--- config.mk ---
export PLATFORM = sky130hd
export DESIGN_NAME = alarm_bank
export DESIGN_NICKNAME = d
export VERILOG_FILES = /design/src/rtl/alarm_bank.sv
export SDC_FILE = /design/constraint.sdc
export NUM_CORES = 1
export LEC_CHECK = 0
export CORE_ASPECT_RATIO = 0.9
export CORE_MARGIN = 2
export CORE_UTILIZATION = 57
export CTS_CLUSTER_SIZE = 25
export DETAILED_ROUTE_END_ITERATION = 8
export PLACE_DENSITY = 0.9
export SYNTH_ARGS = -nofsm -noshare
export SYNTH_HDL_FRONTEND = slang
export SYNTH_SLANG_ARGS = --single-unit
--- constraint.sdc ---
create_clock -name clk_1hz -period 4.3 [get_ports clk_1hz]
set_input_delay 1.29 -clock clk_1hz [delete_from_list [all_inputs] [get_ports clk_1hz]]
set_output_delay 1.29 -clock clk_1hz [all_outputs]
set_load 0.02 [all_outputs]
--- src/rtl/alarm_bank.sv ---
// alarm_bank: multi-slot alarm controller on the 1 Hz time base.
//   NUM_ALARMS independently programmable/armable slots (hours, minutes, armed),
//   a ring timeout of RING_SECONDS edges and a snooze of SNOOZE_MINUTES that may
//   be used MAX_SNOOZE times per ring event.
// Ports:
//   clk_1hz, reset            clock (rising edge) and async active-high reset
//   wr_en/wr_slot/wr_hours/
//   wr_minutes/wr_arm         slot write request
//   snooze, dismiss           user controls, level sampled each edge
//   current_hours/minutes/
//   seconds                   binary time of day from the timekeeping counter
//   armed                     per-slot armed flags
//   ringing, snoozed          FSM state indication
//   ring_slot                 slot of the current/last ring event
//   wr_error                  one-cycle pulse per rejected write
module alarm_bank #(
   parameter int NUM_ALARMS     = 4,
   parameter int IDX_W          = 2,
   parameter int RING_SECONDS   = 60,
   parameter int SNOOZE_MINUTES = 5,
   parameter int MAX_SNOOZE     = 3
) (
   input  logic                  clk_1hz,
   input  logic                  reset,
   input  logic                  wr_en,
   input  logic [IDX_W-1:0]      wr_slot,
   input  logic [7:0]            wr_hours,
   input  logic [7:0]            wr_minutes,
   input  logic                  wr_arm,
   input  logic                  snooze,
   input  logic                  dismiss,
   input  logic [7:0]            current_hours,
   input  logic [7:0]            current_minutes,
   input  logic [7:0]            current_seconds,
   output logic [NUM_ALARMS-1:0] armed,
   output logic                  ringing,
   output logic                  snoozed,
   output logic [IDX_W-1:0]      ring_slot,
   output logic                  wr_error
);

   typedef enum logic [1:0] {IDLE, RINGING, SNOOZED} state_t;

   localparam logic [IDX_W:0] SLOT_LIMIT = (IDX_W+1)'(NUM_ALARMS);
   localparam logic [7:0]     RING_INIT  = 8'(RING_SECONDS - 1);
   localparam logic [7:0]     SNZ_MIN    = 8'(SNOOZE_MINUTES);
   localparam logic [3:0]     SNZ_LIMIT  = 4'(MAX_SNOOZE);

   state_t           state, state_next;
   logic [7:0]       slot_hours   [NUM_ALARMS];
   logic [7:0]       slot_minutes [NUM_ALARMS];
   logic [7:0]       ring_cnt, ring_cnt_next;
   logic [3:0]       snooze_cnt, snooze_cnt_next;
   logic [7:0]       snz_h, snz_h_next;
   logic [7:0]       snz_m, snz_m_next;
   logic [IDX_W-1:0] ring_slot_next;

   logic             wr_ok;
   logic             cancel;
   logic             match_any;
   logic [IDX_W-1:0] match_idx;
   logic [7:0]       snz_h_calc, snz_m_calc;
   logic             at_snooze_time;

   assign wr_ok = wr_en && ({1'b0, wr_slot} < SLOT_LIMIT) &&
                  (wr_hours <= 8'd23) && (wr_minutes <= 8'd59);

   // Disarming the slot that owns the current ring event abandons it.
   assign cancel = wr_ok && !wr_arm && (wr_slot == ring_slot) && (state != IDLE);

   assign at_snooze_time = (current_seconds == 8'd0) &&
                           (current_hours == snz_h) && (current_minutes == snz_m);

   // Lowest armed slot whose stored time equals the current minute boundary.
   always_comb begin
      match_any = 1'b0;
      match_idx = '0;
      for (int unsigned i = 0; i < NUM_ALARMS; i++) begin
         if (!match_any && armed[i] && (current_seconds == 8'd0) &&
             (current_hours == slot_hours[i]) && (current_minutes == slot_minutes[i])) begin
            match_any = 1'b1;
            match_idx = IDX_W'(i);
         end
      end
   end

   // Current time plus the snooze delay, wrapping minutes at 60 and hours at 24.
   always_comb begin
      snz_m_calc = current_minutes + SNZ_MIN;
      snz_h_calc = current_hours;
      if (snz_m_calc >= 8'd60) begin
         snz_m_calc = snz_m_calc - 8'd60;
         snz_h_calc = snz_h_calc + 8'd1;
      end
      if (snz_h_calc >= 8'd24) begin
         snz_h_calc = snz_h_calc - 8'd24;
      end
   end

   always_comb begin
      state_next      = state;
      ring_cnt_next   = ring_cnt;
      snooze_cnt_next = snooze_cnt;
      snz_h_next      = snz_h;
      snz_m_next      = snz_m;
      ring_slot_next  = ring_slot;
      case (state)
         IDLE: begin
            if (match_any) begin
               state_next      = RINGING;
               ring_slot_next  = match_idx;
               ring_cnt_next   = RING_INIT;
               snooze_cnt_next = '0;
            end
         end
         RINGING: begin
            ring_cnt_next = ring_cnt - 8'd1;
            if (dismiss) begin
               state_next = IDLE;
            end else if (snooze && (snooze_cnt < SNZ_LIMIT)) begin
               state_next      = SNOOZED;
               snz_h_next      = snz_h_calc;
               snz_m_next      = snz_m_calc;
               snooze_cnt_next = snooze_cnt + 4'd1;
            end else if (ring_cnt == 8'd0) begin
               state_next = IDLE;
            end
         end
         SNOOZED: begin
            if (dismiss) begin
               state_next = IDLE;
            end else if (at_snooze_time) begin
               state_next    = RINGING;
               ring_cnt_next = RING_INIT;
            end
         end
         default: state_next = IDLE;
      endcase
      if (cancel) begin
         state_next = IDLE;
      end
   end

   always_ff @(posedge clk_1hz or posedge reset) begin
      if (reset) begin
         state      <= IDLE;
         ring_cnt   <= '0;
         snooze_cnt <= '0;
         snz_h      <= '0;
         snz_m      <= '0;
         ring_slot  <= '0;
         ringing    <= 1'b0;
         snoozed    <= 1'b0;
         wr_error   <= 1'b0;
      end else begin
         state      <= state_next;
         ring_cnt   <= ring_cnt_next;
         snooze_cnt <= snooze_cnt_next;
         snz_h      <= snz_h_next;
         snz_m      <= snz_m_next;
         ring_slot  <= ring_slot_next;
         ringing    <= (state_next == RINGING);
         snoozed    <= (state_next == SNOOZED);
         wr_error   <= wr_en && !wr_ok;
      end
   end

   always_ff @(posedge clk_1hz or posedge reset) begin
      if (reset) begin
         armed <= '0;
         for (int unsigned i = 0; i < NUM_ALARMS; i++) begin
            slot_hours[i]   <= '0;
            slot_minutes[i] <= '0;
         end
      end else if (wr_ok) begin
         armed[wr_slot]        <= wr_arm;
         slot_hours[wr_slot]   <= wr_hours;
         slot_minutes[wr_slot] <= wr_minutes;
      end
   end

endmodule

Word-level counts from Yosys, hierarchy flattened
Index checks and enable logic that the tools add are counted.
{ "totals": {"ff_bits": 103, "in_bits": 48, "out_inout_bits": 9, "wordCells": 129} }
{ "op_classes": {"n_addsub": 6, "magnitude_cmp": 9, "eq_ne": 20, "muxes": 33, "bitwise_logic": 2, "n_reduce_logical": 41} }
{ "ops": {"columns": ["cell", "n"], "rows": [
  ["8-bit == test", 10],
  ["32-bit bitwise mux", 2],
  ["8-bit two-way mux", 7],
  ["1-bit logical AND", 26],
  ["8-bit case mux with 3 select lines", 1],
  ["2-bit two-way mux", 9],
  ["8-bit demux with 2-bit select", 1],
  ["8-bit zero test", 2],
  ["4-bit two-way mux", 3],
  ["2-bit != test, second input constant", 5],
  ["8-bit by 1-bit adder with 8-bit output, second input constant", 1],
  ["8-bit by 3-bit adder with 8-bit output, second input constant", 1],
  ["8-bit by 5-bit greater-or-equal comparator with 1-bit output, second input constant", 1],
  ["8-bit by 6-bit greater-or-equal comparator with 1-bit output, second input constant", 1],
  ["8-bit by 5-bit <= comparator with 1-bit output, second input constant", 1],
  ["8-bit by 6-bit <= comparator with 1-bit output, second input constant", 1],
  ["4-bit case mux with 2 select lines", 1],
  ["4-bit AND reduction", 2],
  ["8-bit by 1-bit subtractor with 8-bit output, second input constant", 1],
  ["8-bit by 5-bit subtractor with 8-bit output, second input constant", 1],
  ["8-bit by 6-bit subtractor with 8-bit output, second input constant", 1],
  ["1-bit two-way mux", 6],
  ["2-bit case mux with 3 select lines", 1],
  ["1-bit zero test", 5],
  ["other kinds (18)", 21]
]} }

Depth between registers and ports, before layout
Gate-level depths: netlist of the first run.
{ "logic_depth": {"word_depth": 27, "mapped_depth": 15, "depth_no_buf": 13} }

Worst setup path before layout of the first run
OpenSTA, ideal clock, no wires.
{ "synth_path": {"path_kind": "input to register", "from": "input current_minutes[1]", "to": "register snz_h[7]", "setup_ps": 125, "arrival_time_ps": 3854, "required_ps": 4175, "slack_ps": 321, "stages": 15, "n_path_buf": 2, "path_cell_list": "buf_2 a21oi_2 xnor2_1 ha_1 nand2b_1 mux2i_1 a2111oi_4 buf_6 nor2_1 xnor2_1 inv_1 ha_1 nor3_1 a211o_1 nand3_1"} }
{ "synth_via": {"elab_chain_cells": 5, "elab_cells_between_ends": 6, "classes_between": "add/sub: 2; order compare: 2; mux: 2"} }
{ "synth_lines": {"columns": ["item", "line", "rtl"], "rows": [
  ["start: declaration", "33", "input logic [7:0] current_minutes,"],
  ["8-bit by 3-bit adder with 8-bit output *", "89", "snz_m_calc = current_minutes + SNZ_MIN;"],
  ["8-bit by 6-bit greater-or-equal comparator with 1-bit output *", "91", "if (snz_m_calc >= 8'd60) begin"],
  ["8-bit two-way mux *", "91", null],
  ["8-bit by 5-bit subtractor with 8-bit output or 8-bit by 5-bit greater-or-equal comparator with 1-bit output (tied branches)", "96, 95", null],
  ["8-bit two-way mux *", "95", "if (snz_h_calc >= 8'd24) begin"],
  ["end signal: assignment", "159", "snz_h <= snz_h_next;"],
  ["end: declaration", "54", "logic [7:0] snz_h, snz_h_next;"]
]} }
Mark *: on every way between the ends. The rest lies on a longest branch, timed or not.
A chain may end at the register's enable or synchronous reset.

Worst setup path in the final report of the first run
{ "layout_path": {"from": "input current_minutes[1]", "to": "register snz_h[4]"} }
Same word-level chain as after synthesis.

==> out/metrics.cfg, run 1 <==
[floorplan]
design.portCount = 57
fp.dieArea_sq_um = 10700
row_count = 34
start_util_pct = 58.3
core_area_sq_um = 9660
die_width_microns = 109
die_y_microns = 98.3

[timing]
total_count_of_max_transition_violations_in_the_final_report = 0
hold_viol = 0
rsz0062_at_grt = no
slew-limit-headroom_pct = 45.7
final.setup_skew_ns = 0.0132
timing.final.crit_period_ns = 4.06
setup_violations = 0
tightest_slew_ns = 0.813
maxClockFrequency_mhz = 246
final.period_utilization_pct = 94.5

[yosys]
postSynthCellCount = 518
ys.warnings.count = 0
synthesis.area_per_instance_sq_um = 10.9
post_synth_instance_area_sq_um = 5630
async_reset_ff_share_pct = 100
synth-main-ff-cell = sky130_fd_sc_hd__dfrtp_1
syn_nets = 573
synth_enable_flop_cells = 0
ys_seq_elements = 103
netlist-cell-type-count = 60
synth-seq-area-share_pct = 45.8

[grt]
maximum_number_of_pins_on_one_net_before_global_route_repair = 54
vias_in_the_first_global_route = 4330
global_route_wire_length_before_repair_mm = 21.9
track_usage_pct = 26.8
remaining_global_route_overflow = 0
grt_antenna_before_repair = 0

[critical_path]
reg2reg_depth = 6
worst_path_cell_chain = clkdlybuf4s50_1 -> a21oi_2 -> xnor2_1 -> ha_1 -> nand2b_1 -> mux2i_1 -> a2111oi_4 -> buf_4 -> o31a_1 -> nor2_1 -> a31oi_1 -> o31ai_2
critical-path-top-delay-family = compound AO/OA/AOI/OAI gates
critical-path-slowest-cell = sky130_fd_sc_hd__clkdlybuf4s50_1
worstPathMaxFanout = 8
startpoint_type = input port
cp.arrival_ns = 4.35
critical_path_required_ns = 4.59
critical_path_buf_inv_count = 2
reg2reg_slack_ns = 1.81
critical_path.reg2reg.startpoint = snooze_cnt[0]
timing.critical_path.slowest_cell_delay_ns = 0.59
worst-setup-path-type = in -> reg
crit_path_start = current_minutes[1]
worst_flop_to_flop_path_endpoint = snz_h[7]
crit_path_end_kind = register

[layout]
drive_gt1_share_pct = 19.3
final_cell_count_no_fill = 716
final_net_count = 640
areaGrowthSynthToFinish_pct = 17.7
most-common-layout-cells = sky130_fd_sc_hd__dfrtp_1 (103), sky130_fd_sc_hd__clkdlybuf4s50_1 (56), sky130_fd_sc_hd__xor2_1 (50)
diode_insertion_count_for_antenna_repair = 0
most_common_cell_after_layout_fill_and_taps_aside = sky130_fd_sc_hd__dfrtp_1

[power]
pwr-share-seq_pct = 53.6
power_frac_clock_pct = 30.1
power-per-cell-area_nw_per_um2 = 292
internal-power_mw = 1.40
p_total_mw = 1.94
power.static_leakage_nw = 3.02
switching_share_pct = 27.8
switchingPower_uw = 538
combPwrFrac_pct = 16.3
max-vdd-ir-drop_mv = 0.241

[clock_network]
cts.htree.levels = 3
cts_max_path_buffers = 2
cts_num_sinks = 103
worstSkewPairLatency_ns = 0.38
cts_inserted_buffers = 9
root_buffer = sky130_fd_sc_hd__clkbuf_8
cts.repair_timing.setup_buffer_count = 0
cts_tree = done
worst_setup_hold_path_clk_slew_ns = 0.09

[routing]
postRouteAntennaNets = 0
routed_wire_length_per_instance_microns = 18.6
drc = 0
avgViaCountPerCell = 5.91
postRouteWirelength_mm = 13.3
first_pass_iteration_count_of_the_detailed_router = 5
dr_total_vias = 4232
drt-initial-drc-count = 264

[hold_path]
holdCritPathClass = reg -> reg
timing.hold.worst_path_depth = 1
hp-start = snooze_cnt[0]
hold_path_end = snooze_cnt[0]

[status]
run_status = finished, final reports clean

[placed_design]
dpl_wire_length_mm = 9.72
place_inst = 700
port_buffers = 56
gp_congestion = 0.894

[run]
cap_viol_max_count = 0

[power by group through the flow]
stage / combinational, mW / sequential, mW / clock, mW
after floorplan: 0.192 / 1.05 / 0
after global placement: 0.299 / 1.05 / 0
after detailed placement: 0.313 / 1.06 / 0
after CTS: 0.315 / 1.04 / 0.597
after global routing: 0.343 / 1.04 / 0.633
final: 0.316 / 1.04 / 0.582
[cells in the mapped netlist, drive strengths merged (14+ instances only)]
cell type / number / area [sq um]
dfrtp: 103 / 2580
xor2: 51 / 454
mux2: 49 / 552
xnor2: 45 / 402
nand2: 36 / 135
nor2: 20 / 80.1
nor3: 17 / 85.1
nor4: 16 / 100
nor2b: 15 / 93.8
buf: 14 / 86.3
nand3: 14 / 80.1
o21ai: 14 / 70.1
[repair_timing]
action                                  CTS  global route
resized for setup                         0             1
hold buffers                              0             0
endpoints found under the setup margin    0             2
[through the flow]
| stage | hold slack [ns] | setup TNS, ns | utilization, % | instance area [sq um] | setup slack (ns) |
|---|---|---|---|---|---|
| final | 0.489 | 0 | 68.6 | 6620 | 0.238 |
| after global routing | 0.519 | 0 | 68.6 | 6620 | 0.0965 |
| after CTS | 0.495 | 0 | 68.5 | 6620 | 0.166 |
| after detailed placement | 0.477 | -0.390 | 66.6 | 6430 | -0.116 |
| after global placement | 0.465 | 0 | 66.6 | 6430 | 0.0992 |
| after floorplan | 0.442 | 0 | - | 5630 | 0.306 |
[layout make-up]
type | instances | area (sq um)
fill | 684 | 3030
multi-input combinational | 381 | 2900
sequential | 103 | 2580
timing repair buffer | 82 | 768
tap | 126 | 158
clock buffer | 10 | 138
clock inverter | 6 | 50.0
inverter | 8 | 32.5
[state kept, by name (all words and copies together), names as in the netlist, 4 cells and up]
name	count
slot_hours	32
slot_minutes	32
ring_cnt	8
snz_h	8
snz_m	8
armed	4
snooze_cnt	4
[per-layer routing]
metal	GRT usage [%]	wire length, microns	part of all wire (%)
met2	45.2	6650	50
met4	11.0	411	3.1
met3	5.67	717	5.4
met5	0	0	0
met1	33.4	5530	42
[how the worst max path moves through the flow]
| stage | to | slack [ns] | cells after the start |
|---|---|---|---|
| final | snz_h[4] | 0.24 | 12 |
| after global placement | snz_h[7] | 0.1 | 14 |
| after floorplan | armed[0] | 0.31 | 1 |
| after detailed placement | snz_h[5] | -0.12 | 12 |
| after global routing | snz_h[7] | 0.1 | 14 |
| after CTS | snz_h[5] | 0.17 | 12 |
[kinds of logic (layout without fill, tap and decap cells)]
kind of cell / count (synthesis) / count (layout) / share of synthesized area, %
simple gates: 162 / 162 / 15.4
fa+ha+maj: 7 / 7 / 1.56
xor+xnor: 96 / 96 / 15.2
flops: 103 / 103 / 45.8
compound gates: 62 / 62 / 8.45
buf+inv: 34 / 106 / 2.87
mux: 54 / 54 / 10.7
Power figures use the tool's default switching activity.
==> run 2: changes to the inputs <==
- CORE_MARGIN: 2 -> not set
==> out/metrics.cfg, run 2 (synthesis gave the netlist of run 1 again) <==
[placed_design]
dpl_wire_length_mm = 9.81
gp_congestion = 0.921
placedInstanceArea_sq_um = 6430
port_buffers = 56

[timing]
slew-limit-headroom_pct = 40.8
worst_hold_slack_ns = 0.497
total_count_of_max_transition_violations_in_the_final_report = 0
setup_violations = 0
timing.final.crit_period_ns = 4.10
final.setup_skew_ns = 0.0122
totalNegativeSetupSlack_ns = 0
hold_viol = 0
final.period_utilization_pct = 95.4
tightest_slew_ns = 0.888
maxClockFrequency_mhz = 244

[clock_network]
worst_setup_hold_path_clk_slew_ns = 0.10
cts_num_sinks = 103
cts_max_path_buffers = 2
post_cts_hold_buffer_count = 0
root_buffer = sky130_fd_sc_hd__clkbuf_8
cts.htree.levels = 3
cts_tree = done
worstSkewPairLatency_ns = 0.38
cts_inserted_buffers = 9

[routing]
dr_total_vias = 4325
postRouteWirelength_mm = 13.7
avgViaCountPerCell = 6.01
drt-initial-drc-count = 399
first_pass_iteration_count_of_the_detailed_router = 5
drc = 0
routed_wire_length_per_instance_microns = 19.0
postRouteAntennaNets = 0

[critical_path]
worst-setup-path-type = in -> reg
worst_flop_to_flop_path_endpoint = ring_cnt[3]
cp.arrival_ns = 4.37
startpoint_type = input port
reg2reg_depth = 8
critical_path_required_ns = 4.57
critical_path.reg2reg.startpoint = slot_hours[19]
worstPathMaxFanout = 5
reg2reg_slack_ns = 1.72
crit_path_end_kind = register

[floorplan]
start_util_pct = 58.5
design.portCount = 57
die_y_microns = 96.3
fp.dieArea_sq_um = 10300
core_area_sq_um = 9610
die_width_microns = 107
row_count = 34

[hold_path]
hold_path_end = ring_cnt[4]
hp-start = ring_cnt[4]
timing.hold.worst_path_depth = 1
holdCritPathClass = reg -> reg

[layout]
count_of_fill_cells_added_during_filler_insertion = 685
largest_registers_in_the_final_layout = slot_hours: 32 flops, slot_minutes: 32 flops
most-common-layout-cells = sky130_fd_sc_hd__dfrtp_1 (103), sky130_fd_sc_hd__clkdlybuf4s50_1 (56), sky130_fd_sc_hd__xor2_1 (50)
final_net_count = 644
most_common_cell_after_layout_fill_and_taps_aside = sky130_fd_sc_hd__dfrtp_1
final_cell_area_sq_um = 6650
core_util_final_pct = 69.1
drive_gt1_share_pct = 19.9
areaGrowthSynthToFinish_pct = 18.1
diode_insertion_count_for_antenna_repair = 0

[grt]
maximum_number_of_pins_on_one_net_before_global_route_repair = 74
vias_in_the_first_global_route = 4369
track_usage_pct = 28.3
remaining_global_route_overflow = 0
grt_antenna_before_repair = 0
global_route_wire_length_before_repair_mm = 21.8

[status]
run_status = finished, final reports clean

[power]
power_frac_clock_pct = 30.4
pwr-share-seq_pct = 53.2
switching_share_pct = 28.9
power.static_leakage_nw = 3.02
switchingPower_uw = 565
internal-power_mw = 1.39
combPwrFrac_pct = 16.4
p_total_mw = 1.95
max-vdd-ir-drop_mv = 0.182
power-per-cell-area_nw_per_um2 = 294

[run]
cap_viol_max_count = 0

-- run 2: per-layer routing --
layer  GRT usage, %  wire (microns)  vias to the layer above
met1           34.7            5480                     2172
li1               -               -                     1950
met4           13.0             496                        0
met5              0               0                        -
met3           6.36             886                       40
met2           48.2            6800                      163
-- run 2: worst max-delay path by stage --
stage                             from        to  cells after the start
CTS                 current_minutes[1]  snz_h[7]                     14
global route        current_minutes[1]  snz_h[7]                     14
finish              current_minutes[1]  snz_h[7]                     14
global placement    current_minutes[1]  snz_h[7]                     14
detailed placement  current_minutes[1]  snz_h[7]                     14
floorplan                        reset  armed[0]                      1
-- run 2: repair_timing --
item,CTS,global route
setup buffers,0,2
gates resized for setup,0,1
endpoints found under the setup margin,0,3
-- run 2: layout make-up --
type / instances / area [sq um] / share of cell area, %
multi-input cells: 381 / 2900 / 43.6
flip-flops and latches: 103 / 2580 / 38.8
repair buffers: 86 / 786 / 11.8
well taps: 126 / 158 / 2.37
clock buffers: 9 / 124 / 1.86
clock inverters: 7 / 67.6 / 1.02
inverters: 8 / 32.5 / 0.490
-- run 2: power by group through the flow --
| stage | Combinational [mW] | Clock [mW] | Sequential, mW |
|---|---|---|---|
| final | 0.321 | 0.593 | 1.04 |
| after global routing | 0.349 | 0.640 | 1.04 |
| after CTS | 0.317 | 0.600 | 1.04 |
| after detailed placement | 0.313 | 0 | 1.06 |
| after global placement | 0.301 | 0 | 1.05 |
| after floorplan | 0.192 | 0 | 1.05 |
-- run 2: stage by stage --
stage	setup WS, ns	cells
final	0.196	720
after global routing	-0.00861	720
after global placement	0.0795	702
after detailed placement	-0.144	702
after CTS	0.209	718
after floorplan	0.306	518
-- run 2: worst max-delay path, stage by stage --
cell and delay [ns]:
sky130_fd_sc_hd__clkdlybuf4s50_1 0.57, sky130_fd_sc_hd__ha_1 0.27, sky130_fd_sc_hd__xnor2_1 0.12, sky130_fd_sc_hd__ha_1 0.22, sky130_fd_sc_hd__nand2b_1 0.08, sky130_fd_sc_hd__mux2i_1 0.13, sky130_fd_sc_hd__a2111oi_4 0.46, sky130_fd_sc_hd__nor2_1 0.12
sky130_fd_sc_hd__xnor2_1 0.23, sky130_fd_sc_hd__inv_1 0.08, sky130_fd_sc_hd__ha_1 0.23, sky130_fd_sc_hd__nor3_1 0.32, sky130_fd_sc_hd__a211o_1 0.18, sky130_fd_sc_hd__nand3_1 0.07
